==> config.mk <==
export PLATFORM = sky130hd
export DESIGN_NAME = ahb_apb_bdg_flat
export DESIGN_NICKNAME = d
export VERILOG_FILES = /design/src/rtl/ahb_apb_bdg_if.sv /design/src/rtl/ahb_apb_bdg.sv /design/src/flat_wrapper.sv
export SDC_FILE = /design/constraint.sdc
export NUM_CORES = 1
export LEC_CHECK = 0
export BUFFER_PORTS_ARGS = -buffer_cell sky130_fd_sc_hd__buf_4
export CORE_ASPECT_RATIO = 1.75
export CORE_MARGIN = 3
export CORE_UTILIZATION = 41
export CTS_BUF_LIST = sky130_fd_sc_hd__clkbuf_8
export DETAILED_ROUTE_END_ITERATION = 7
export GPL_TIMING_DRIVEN = 0
export PLACE_DENSITY = 0.77
export SLEW_MARGIN = 20
export SYNTH_ARGS = -nofsm -noshare
export SYNTH_HDL_FRONTEND = slang
export SYNTH_SLANG_ARGS = --single-unit
==> constraint.sdc <==
create_clock -name clk -period 1.9 [get_ports clk]
set_input_delay 0.38 -clock clk [delete_from_list [all_inputs] [get_ports clk]]
set_output_delay 0.38 -clock clk [all_outputs]
set_load 0.005 [all_outputs]
==> src/rtl/ahb_apb_bdg_if.sv <==
// Bus bundle between the AHB-Lite fabric and the APB peripheral segment.
// Latency: none, wires only.
// Backpressure: hreadyout (AHB side) and pready (APB side) travel through this bundle.
interface ahb_apb_bdg_if #(
    parameter int AW  = 32,
    parameter int DW  = 64,
    parameter int PAW = 16
);
    // AHB-Lite side
    logic           hsel;
    logic [AW-1:0]  haddr;
    logic [1:0]     htrans;
    logic           hwrite;
    logic [2:0]     hsize;
    logic [2:0]     hburst;
    logic [3:0]     hprot;
    logic [DW-1:0]  hwdata;
    logic           hreadym;
    logic           hreadyout;
    logic [DW-1:0]  hrdata;
    logic           hresp;
    // APB4 side
    logic [PAW-1:0] paddr;
    logic           psel;
    logic           penable;
    logic           pwrite;
    logic [31:0]    pwdata;
    logic [3:0]     pstrb;
    logic [2:0]     pprot;
    logic [31:0]    prdata;
    logic           pready;
    logic           pslverr;

    // The bridge: an AHB slave that is also the APB master.
    modport slave (
        input  hsel, haddr, htrans, hwrite, hsize, hburst, hprot, hwdata, hreadym,
        input  prdata, pready, pslverr,
        output hreadyout, hrdata, hresp,
        output paddr, psel, penable, pwrite, pwdata, pstrb, pprot
    );

    // Everything around the bridge: the AHB master plus the APB peripherals.
    modport master (
        output hsel, haddr, htrans, hwrite, hsize, hburst, hprot, hwdata, hreadym,
        output prdata, pready, pslverr,
        input  hreadyout, hrdata, hresp,
        input  paddr, psel, penable, pwrite, pwdata, pstrb, pprot
    );
endinterface

==> src/rtl/ahb_apb_bdg.sv <==
// AHB-Lite slave to APB4 master bridge; a 64-bit access becomes two 32-bit APB beats.
// Latency: 2 AHB wait states per APB beat plus one per pready-low cycle; errors take 2 cycles.
// Backpressure: hreadyout is held low until APB completes; pready=0 stretches ACCESS.
module ahb_apb_bdg #(
    parameter int AW  = 32,
    parameter int DW  = 64,
    parameter int PAW = 16
) (
    input logic          clk,
    input logic          reset,
    ahb_apb_bdg_if.slave bus
);
    typedef enum logic [2:0] {
        S_IDLE, S_SETUP, S_ACCESS, S_DONE, S_ERR1, S_ERR2
    } state_t;

    state_t         state, state_nxt;
    logic [PAW-1:0] addr_q;
    logic           write_q;
    logic [2:0]     size_q;
    logic [1:0]     prot_q;
    logic           beat_q;     // 1 while the upper word of a split is on APB
    logic [63:0]    rdata_q;
    logic [63:0]    wdata_w;
    logic           accept, illegal, split, lane, beat_ok;
    logic           unused_ok;

    assign accept  = bus.hsel & bus.htrans[1] & bus.hreadym & bus.hreadyout;
    assign illegal = (bus.hsize > 3'd3) || ((bus.hsize == 3'd3) && (DW == 32));
    assign split   = (size_q == 3'd3);
    assign beat_ok = (state == S_ACCESS) && bus.pready && !bus.pslverr;

    // State register
    always_ff @(posedge clk) begin
        if (reset) state <= S_IDLE;
        else       state <= state_nxt;
    end

    // Next-state: idle-like states accept, ACCESS waits on pready, errors go ERR1 -> ERR2
    always_comb begin
        state_nxt = state;
        case (state)
            S_IDLE, S_DONE, S_ERR2: begin
                if (accept) state_nxt = illegal ? S_ERR1 : S_SETUP;
                else        state_nxt = S_IDLE;
            end
            S_SETUP:  state_nxt = S_ACCESS;
            S_ACCESS: begin
                if (bus.pready) begin
                    if (bus.pslverr)          state_nxt = S_ERR1;
                    else if (split && !beat_q) state_nxt = S_SETUP;
                    else                       state_nxt = S_DONE;
                end
            end
            S_ERR1:   state_nxt = S_ERR2;
            default:  state_nxt = S_IDLE;
        endcase
    end

    // Address-phase capture on accept; beat index advances after a clean first beat
    always_ff @(posedge clk) begin
        if (reset) begin
            addr_q  <= '0;
            write_q <= 1'b0;
            size_q  <= 3'd0;
            prot_q  <= 2'd0;
            beat_q  <= 1'b0;
        end else if (accept) begin
            addr_q  <= bus.haddr[PAW-1:0];
            write_q <= bus.hwrite;
            size_q  <= bus.hsize;
            prot_q  <= bus.hprot[1:0];
            beat_q  <= 1'b0;
        end else if (beat_ok && split) begin
            beat_q  <= 1'b1;
        end
    end

    // Read data: split beats fill their own word, narrower reads replicate into both
    always_ff @(posedge clk) begin
        if (reset) begin
            rdata_q <= '0;
        end else if ((state == S_ACCESS) && bus.pready && !write_q) begin
            if (!split)      rdata_q <= {2{bus.prdata}};
            else if (beat_q) rdata_q[63:32] <= bus.prdata;
            else             rdata_q[31:0]  <= bus.prdata;
        end
    end

    // Byte strobes from size and low address bits; reads never strobe
    always_comb begin
        bus.pstrb = 4'h0;
        if (write_q) begin
            case (size_q)
                3'd0:    bus.pstrb = 4'b0001 << addr_q[1:0];
                3'd1:    bus.pstrb = 4'b0011 << {addr_q[1], 1'b0};
                default: bus.pstrb = 4'hF;
            endcase
        end
    end

    assign wdata_w       = 64'(bus.hwdata);
    assign lane          = split ? beat_q : ((DW == 64) && addr_q[2]);
    assign bus.pwdata    = lane ? wdata_w[63:32] : wdata_w[31:0];
    assign bus.paddr     = split ? {addr_q[PAW-1:3], beat_q, 2'b00} : addr_q;
    assign bus.pwrite    = write_q;
    assign bus.pprot     = {~prot_q[0], 1'b0, prot_q[1]};
    assign bus.psel      = (state == S_SETUP) || (state == S_ACCESS);
    assign bus.penable   = (state == S_ACCESS);
    assign bus.hreadyout = (state == S_IDLE) || (state == S_DONE) || (state == S_ERR2);
    assign bus.hresp     = (state == S_ERR1) || (state == S_ERR2);
    assign bus.hrdata    = rdata_q[DW-1:0];

    // Address bits above the APB window, burst type and hprot[3:2] do not affect the bridge.
    assign unused_ok = ^{bus.hburst, bus.haddr[AW-1:PAW], bus.hprot[3:2], wdata_w, rdata_q};
endmodule

==> src/flat_wrapper.sv <==
// flat-port wrapper written by rule: the top's interface ports become plain ports
module ahb_apb_bdg_flat 
#(
    parameter int AW  = 32,
    parameter int DW  = 64,
    parameter int PAW = 16
)
  (clk, reset, bus_hsel, bus_haddr, bus_htrans, bus_hwrite, bus_hsize, bus_hburst, bus_hprot, bus_hwdata, bus_hreadym, bus_prdata, bus_pready, bus_pslverr, bus_hreadyout, bus_hrdata, bus_hresp, bus_paddr, bus_psel, bus_penable, bus_pwrite, bus_pwdata, bus_pstrb, bus_pprot);
  ahb_apb_bdg_if #(.AW(AW), .DW(DW), .PAW(PAW)) bus_i ();
  input logic clk;
  input logic reset;
  input wire logic [$bits(bus_i.hsel)-1:0] bus_hsel;
  input wire logic [$bits(bus_i.haddr)-1:0] bus_haddr;
  input wire logic [$bits(bus_i.htrans)-1:0] bus_htrans;
  input wire logic [$bits(bus_i.hwrite)-1:0] bus_hwrite;
  input wire logic [$bits(bus_i.hsize)-1:0] bus_hsize;
  input wire logic [$bits(bus_i.hburst)-1:0] bus_hburst;
  input wire logic [$bits(bus_i.hprot)-1:0] bus_hprot;
  input wire logic [$bits(bus_i.hwdata)-1:0] bus_hwdata;
  input wire logic [$bits(bus_i.hreadym)-1:0] bus_hreadym;
  input wire logic [$bits(bus_i.prdata)-1:0] bus_prdata;
  input wire logic [$bits(bus_i.pready)-1:0] bus_pready;
  input wire logic [$bits(bus_i.pslverr)-1:0] bus_pslverr;
  output wire logic [$bits(bus_i.hreadyout)-1:0] bus_hreadyout;
  output wire logic [$bits(bus_i.hrdata)-1:0] bus_hrdata;
  output wire logic [$bits(bus_i.hresp)-1:0] bus_hresp;
  output wire logic [$bits(bus_i.paddr)-1:0] bus_paddr;
  output wire logic [$bits(bus_i.psel)-1:0] bus_psel;
  output wire logic [$bits(bus_i.penable)-1:0] bus_penable;
  output wire logic [$bits(bus_i.pwrite)-1:0] bus_pwrite;
  output wire logic [$bits(bus_i.pwdata)-1:0] bus_pwdata;
  output wire logic [$bits(bus_i.pstrb)-1:0] bus_pstrb;
  output wire logic [$bits(bus_i.pprot)-1:0] bus_pprot;
  assign bus_i.hsel = bus_hsel;
  assign bus_i.haddr = bus_haddr;
  assign bus_i.htrans = bus_htrans;
  assign bus_i.hwrite = bus_hwrite;
  assign bus_i.hsize = bus_hsize;
  assign bus_i.hburst = bus_hburst;
  assign bus_i.hprot = bus_hprot;
  assign bus_i.hwdata = bus_hwdata;
  assign bus_i.hreadym = bus_hreadym;
  assign bus_i.prdata = bus_prdata;
  assign bus_i.pready = bus_pready;
  assign bus_i.pslverr = bus_pslverr;
  assign bus_hreadyout = bus_i.hreadyout;
  assign bus_hrdata = bus_i.hrdata;
  assign bus_hresp = bus_i.hresp;
  assign bus_paddr = bus_i.paddr;
  assign bus_psel = bus_i.psel;
  assign bus_penable = bus_i.penable;
  assign bus_pwrite = bus_i.pwrite;
  assign bus_pwdata = bus_i.pwdata;
  assign bus_pstrb = bus_i.pstrb;
  assign bus_pprot = bus_i.pprot;
  ahb_apb_bdg #(.AW(AW), .DW(DW), .PAW(PAW)) u_core (.clk(clk), .reset(reset), .bus(bus_i));
endmodule
==> impl_metrics.toml, run 1 <==
[status]
outcome = "finished with violations"
violations = "negative setup slack"

[synthesis]
synth_cells = 446
yosysSeqAreaShare = 0.3927
synthFlopType = "dfxtp_1"
syn_area_per_cell_um2 = 10.29
ys_async_sr_fraction = 0
synth_commonest_cells = "nand2b_1, dfxtp_1, mux2i_1"
yosys.area.top_type = "dfxtp_1"
synth_fp_nets = 593
yosysWarnings = 0
synth_top_area_frac = 0.3927
synth_fa_ha_area_frac = 0
ys_seq_elements = 90
synth-xor-area-share = 0.001909
synth_cell_types = 41
yosysMostFrequentCell = "nand2b_1"
synth_edf_count = 0
synth_mux_area_frac = 0.2662
synth_compound_area_frac = 0.03109
synth_top_family_by_area = "multiplexers"
synth_area_leaders = "dfxtp_1, nand2b_1, mux2i_1, mux2_2, buf_4"
synth-simple-area-share = 0.2362
synth_area_um2 = 4588

[placed_design]
dp_cells = 822
gp_congestion = 0.8145
io_buffers = 246
dp_hpwl_um = 11740
placement.cell_area_um2 = 6601

[power_and_ir_drop]
irDropWorstVdd_v = 0.0004832
power_density_nw_per_um2 = 588.9
sequentialPowerShare = 0.464
p_comb_frac = 0.222
power.switching_uw = 1111
leakage_uw = 0.003487
switching_share = 0.2603
clkPwrFrac = 0.314
p_total_uw = 4270
internal-power_uw = 3158

[finish]
layout-drive-gt1-share = 0.4972
area_growth_pct = 58.03
design_area_um2 = 7251
final_util = 0.6699
final_cell_count_no_fill = 856
layout.nets = 868
antenna_cells = 0
nFillCells = 867

[global_routing]
grt_antenna_before_repair = 0
grt_pass1_wl_um = 22730
grt_pass1_vias = 4488
grt_max_degree = 17
track_usage = 0.2315
gr-total-overflow = 0

[timing]
tightest_slew_ns = 0.7585
fin_skew_ns = 0.009160
report.final.slew_viol_count = 0
post-route-period-util = 1.182
final_hold_viol_count = 0
worst_slack_ns = -0.3460
rsz0062_at_grt = "true"
whs_ns = 0.2765
setup_violations = 33
slew_headroom = 0.4905
fin_crit_ns = 2.246
max_freq_ghz = 0.4452

[drt]
first_iter_violations = 83
drt_wl_total_um = 15410
antenna_left = 0
wl_per_cell_um = 18.00
top_layer_used = "met4"
dr.pass1.iters = 4
drc = 0
met3_length_um = 1371
viasPerCell = 4.931
met2_length_um = 8687
wl_met1_um = 4930
num_vias = 4221

[worst_setup_path]
arrival_ns = 1.87
startpoint_type = "flip-flop"
cp.required_ns = 1.52
cp_max_fo = 5
path_class = "reg -> out"
end_kind = "output port"

[clocking]
numCtsBuffers = 9
ctsHtreeMaxLevel = 3
cts_sinks = 90
path_clk_slew_ns = 0.09
root_buffer = "clkbuf_8"
cts_tree = "done"
clkLatencyLatePin_ns = 0.36
clock_path_buffers = 2

[flow_run]
cap_violations = 0

[die]
die_x_um = 85.97
rows = 50
ioPinCount = 271
start_util = 0.4239
dieHeight_um = 145.9
die-area_um2 = 12550
core_area_um2 = 10820

[min_path]
hold_class = "in -> reg"
[logic make-up after synthesis]
family | Yosys count
multiplexers | 118
AND/OR/NAND/NOR | 164
other | 1
XOR/XNOR | 1
flip-flops | 90
buffers and inverters | 52
AO/OA/AOI/OAI | 20
[through the flow]
stage	TNS, ns	setup slack (ns)
global route	-12.54	-0.4050
global placement	-5.456	-0.2161
detailed placement	-6.702	-0.2505
finish	-10.47	-0.3460
CTS	-10.59	-0.3687
floorplan	0	0.1013
[metal layers]
metal / track usage / vias to the layer above
met3: 0.07309 / 28
li1: - / 2020
met5: 0 / -
met4: 0.08241 / 0
met2: 0.4687 / 194
met1: 0.1996 / 1979
[power groups by stage]
| stage | logic (uW) | clock network, uW | registers, uW |
|---|---|---|---|
| final | 949 | 1340 | 1980 |
| after global routing | 1010 | 1460 | 1990 |
| after CTS | 915 | 1390 | 1980 |
| after detailed placement | 842 | 0 | 2020 |
| after global placement | 826 | 0 | 2020 |
| after floorplan | 389 | 0 | 2020 |
[worst max-delay path: stages, from the launching register on]
cell	delay, ns
dfxtp_4	0.36
and4b_2	0.25
a21oi_4	0.17
buf_6	0.16
clkbuf_16	0.15
mux2_4	0.30
buf_6	0.12
[layout make-up]
type,instances,area [um^2],area share
clock buffers,9,123.9,0.01708
plain buffers,45,326.6,0.04504
clock inverters,7,77.57,0.01070
multi-input cells,304,2585,0.3565
repair buffers,265,2142,0.2954
flip-flops and latches,90,1810,0.2497
inverters,6,22.52,0.003106
well taps,130,162.7,0.02243
[registers in the layout, summed over array words and instances, names as in the netlist]
| name | cells |
|---|---|
| u_core.prot_q | 2 |
| u_core.size_q | 3 |
| u_core.state | 3 |
| u_core.bus.pwrite | 1 |
| u_core.beat_q | 1 |
| u_core.bus.hrdata | 64 |
| u_core.addr_q | 16 |
[worst paths after layout]
path                                   from  depth (start not counted)                                  to  slack [ns]
max           u_core.size_q[1]$_SDFFE_PP0P_                          6                      bus_pwdata[15]       -0.35
min                            bus_hsize[0]                          3       u_core.size_q[0]$_SDFFE_PP0P_        0.28
min reg2reg      u_core.beat_q$_SDFFE_PP0P_                          2          u_core.beat_q$_SDFFE_PP0P_        0.48
max reg2reg  u_core.bus.pwrite$_SDFFE_PP0P_                          5  u_core.bus.hrdata[36]$_SDFFE_PP0P_        0.11
[placed cells by master, fill, tap and decap left out, types with 2 or more instances in the layout]
cell type / Yosys / routed
mux2i_1: 86 / 86
and2_4: 0 / 3
buf_2: 7 / 4
nor4_4: 2 / 2
clkinvlp_4: 0 / 2
clkbuf_1: 15 / 15
buf_4: 18 / 245
buf_8: 0 / 2
clkbuf_8: 0 / 9
mux2_4: 0 / 26
buf_6: 3 / 40
dfxtp_4: 0 / 2
a21oi_1: 5 / 4
dfxtp_1: 90 / 87
nand2b_1: 142 / 142
buf_12: 2 / 2
o22ai_1: 2 / 2
mux2_2: 32 / 6
o21ai_0: 3 / 2
a21boi_0: 2 / 2
inv_1: 6 / 6
nand3b_1: 3 / 3
[repair_timing]
item,CTS,global route
setup buffers,12,4
pin swaps,4,2
hold buffers,0,0
setup endpoints to repair,35,54
cloned,2,1
gates resized for setup,57,31
(Power assumes the default switching activity.)
==> run 2: changes to the inputs <==
Settings changed: PLACE_DENSITY 0.77 to 0.89.
==> impl_metrics.toml, run 2 (synthesis gave the netlist of run 1 again) <==
[clocking]
cts_sinks = 90
clock_path_buffers = 2
path_clk_slew_ns = 0.10
clkLatencyLatePin_ns = 0.36
numCtsBuffers = 9
root_buffer = "clkbuf_8"
cts_tree = "done"
ctsHtreeMaxLevel = 3

[global_routing]
grt_pass1_vias = 4669
globalRouteMet2Util = 0.5220
grt_max_degree = 18
gr-total-overflow = 0
grt_antenna_before_repair = 1
track_usage = 0.2681
busiest_layer = "met2"
met1_usage = 0.2364
grt_pass1_wl_um = 25610
met3_usage = 0.09462

[timing]
report.final.slew_viol_count = 0
tightest_slew_ns = 0.7891
post-route-period-util = 1.195
rsz0062_at_grt = "true"
setup_violations = 33
max_freq_ghz = 0.4405
final_hold_viol_count = 0
slew_headroom = 0.4700
fin_crit_ns = 2.270
worst_slack_ns = -0.3703
fin_skew_ns = 0.01844
whs_ns = 0.2784

[finish]
layout.nets = 863
nFillCells = 822
layout-drive-gt1-share = 0.4924
final_cell_count_no_fill = 852
mostFrequentLayoutCells = "buf_4, nand2b_1, dfxtp_1, mux2i_1, buf_6"
area_growth_pct = 58.11
largest_reg_flops = 64
final_common_cell = "buf_4"

[placed_design]
dp_hpwl_um = 13300
gp_congestion = 0.8696
dp_cells = 822
io_buffers = 246

[die]
core_area_um2 = 10820
die_x_um = 85.97
ioPinCount = 271
start_util = 0.4239
die-area_um2 = 12550
rows = 50
dieHeight_um = 145.9

[drt]
num_vias = 4316
dr.pass1.iters = 5
drc = 0
wl_per_cell_um = 20.37
drt_wl_total_um = 17350
first_iter_violations = 124
viasPerCell = 5.066
antenna_left = 0

[worst_setup_path]
reg2reg_setup_slack_ns = 0.10
cp.required_ns = 1.52
path_class = "reg -> out"
max_stage_delay_ns = 0.36
end_kind = "output port"
cp.buffers_inverters = 3
crit-reg2reg-launch = "u_core.state[1]$_SDFFE_PP0P_"
startpoint_type = "flip-flop"
crit_start = "u_core.size_q[2]$_SDFFE_PP0P_"
arrival_ns = 1.89
cp_max_fo = 7
worst_path_dominant_cell_family = "buffers and inverters"
cpMaxStageDelayCell = "dfxtp_2"
path_cells = "and4b_2 -> a21oi_4 -> buf_12 -> buf_8 -> mux2_4 -> buf_6"

[flow_run]
cap_violations = 0

[power_and_ir_drop]
leakage_uw = 0.003496
irDropWorstVdd_v = 0.0004608
power_density_nw_per_um2 = 581.2

[status]
outcome = "finished with violations"
violations = "negative setup slack"

[min_path]
hp-start = "bus_hsize[1]"
hold_class = "in -> reg"
[run 2: area by class of cell]
class	count	area, um^2	share of cell area
Clock buffer	9	123.9	0.01707
Sequential cell	90	1810	0.2496
Clock inverter	7	63.81	0.008796
Antenna cell	1	2.502	0.0003449
Tap cell	130	162.7	0.02242
Multi-Input combinational cell	304	2609	0.3596
Buffer	45	332.8	0.04588
Inverter	6	22.52	0.003105
Timing Repair Buffer	260	2127	0.2932
[run 2: metrics by stage]
| step | total power, uW | instance area (um^2) | util | setup TNS [ns] | setup WS (ns) |
|---|---|---|---|---|---|
| 2_1_floorplan | 2407 | 4592 | - | 0 | 0.1013 |
| 3_3_place_gp | 2871 | 6601 | 0.6099 | -7.478 | -0.3020 |
| 3_5_place_dp | 2896 | 6601 | 0.6099 | -7.788 | -0.3097 |
| 4_1_cts | 4245 | 7242 | 0.6691 | -10.91 | -0.3649 |
| 5_1_grt | 4381 | 7254 | 0.6703 | -12.68 | -0.4302 |
| 6_report | 4216 | 7254 | 0.6703 | -10.54 | -0.3703 |
[run 2: routing by layer]
layer / up-vias / part of all wire
met5: - / 0
li1: 2020 / -
met3: 34 / 0.094
met1: 2060 / 0.31
met4: 0 / 0.034
met2: 202 / 0.56
[run 2: repair_timing]
item                       4_1_cts  5_1_grt
hold endpoints to repair         0        0
pin swaps                        4        1
cloned                           3        0
resized for setup               92        6
setup endpoints to repair       56       47
hold buffers                     0        0
buffers inserted                12        1
[run 2: power breakdown]
group / leakage, uW / switching [uW] / internal (uW)
sequential: 0.000729 / 40.0 / 1940
combinational: 0.00267 / 389 / 610
clock: 0.0000930 / 738 / 498
[run 2: worst min-delay path, cell delays in order]
cell and delay, ns:
buf_4 0.11, nand2b_1 0.06, mux2i_1 0.06
[run 2: worst paths after layout]
kind                                    to  cells after the start
max                         bus_pwdata[21]                      6
min reg2reg     u_core.beat_q$_SDFFE_PP0P_                      2
min          u_core.size_q[1]$_SDFFE_PP0P_                      3
max reg2reg  u_core.addr_q[4]$_SDFFE_PP0P_                      5
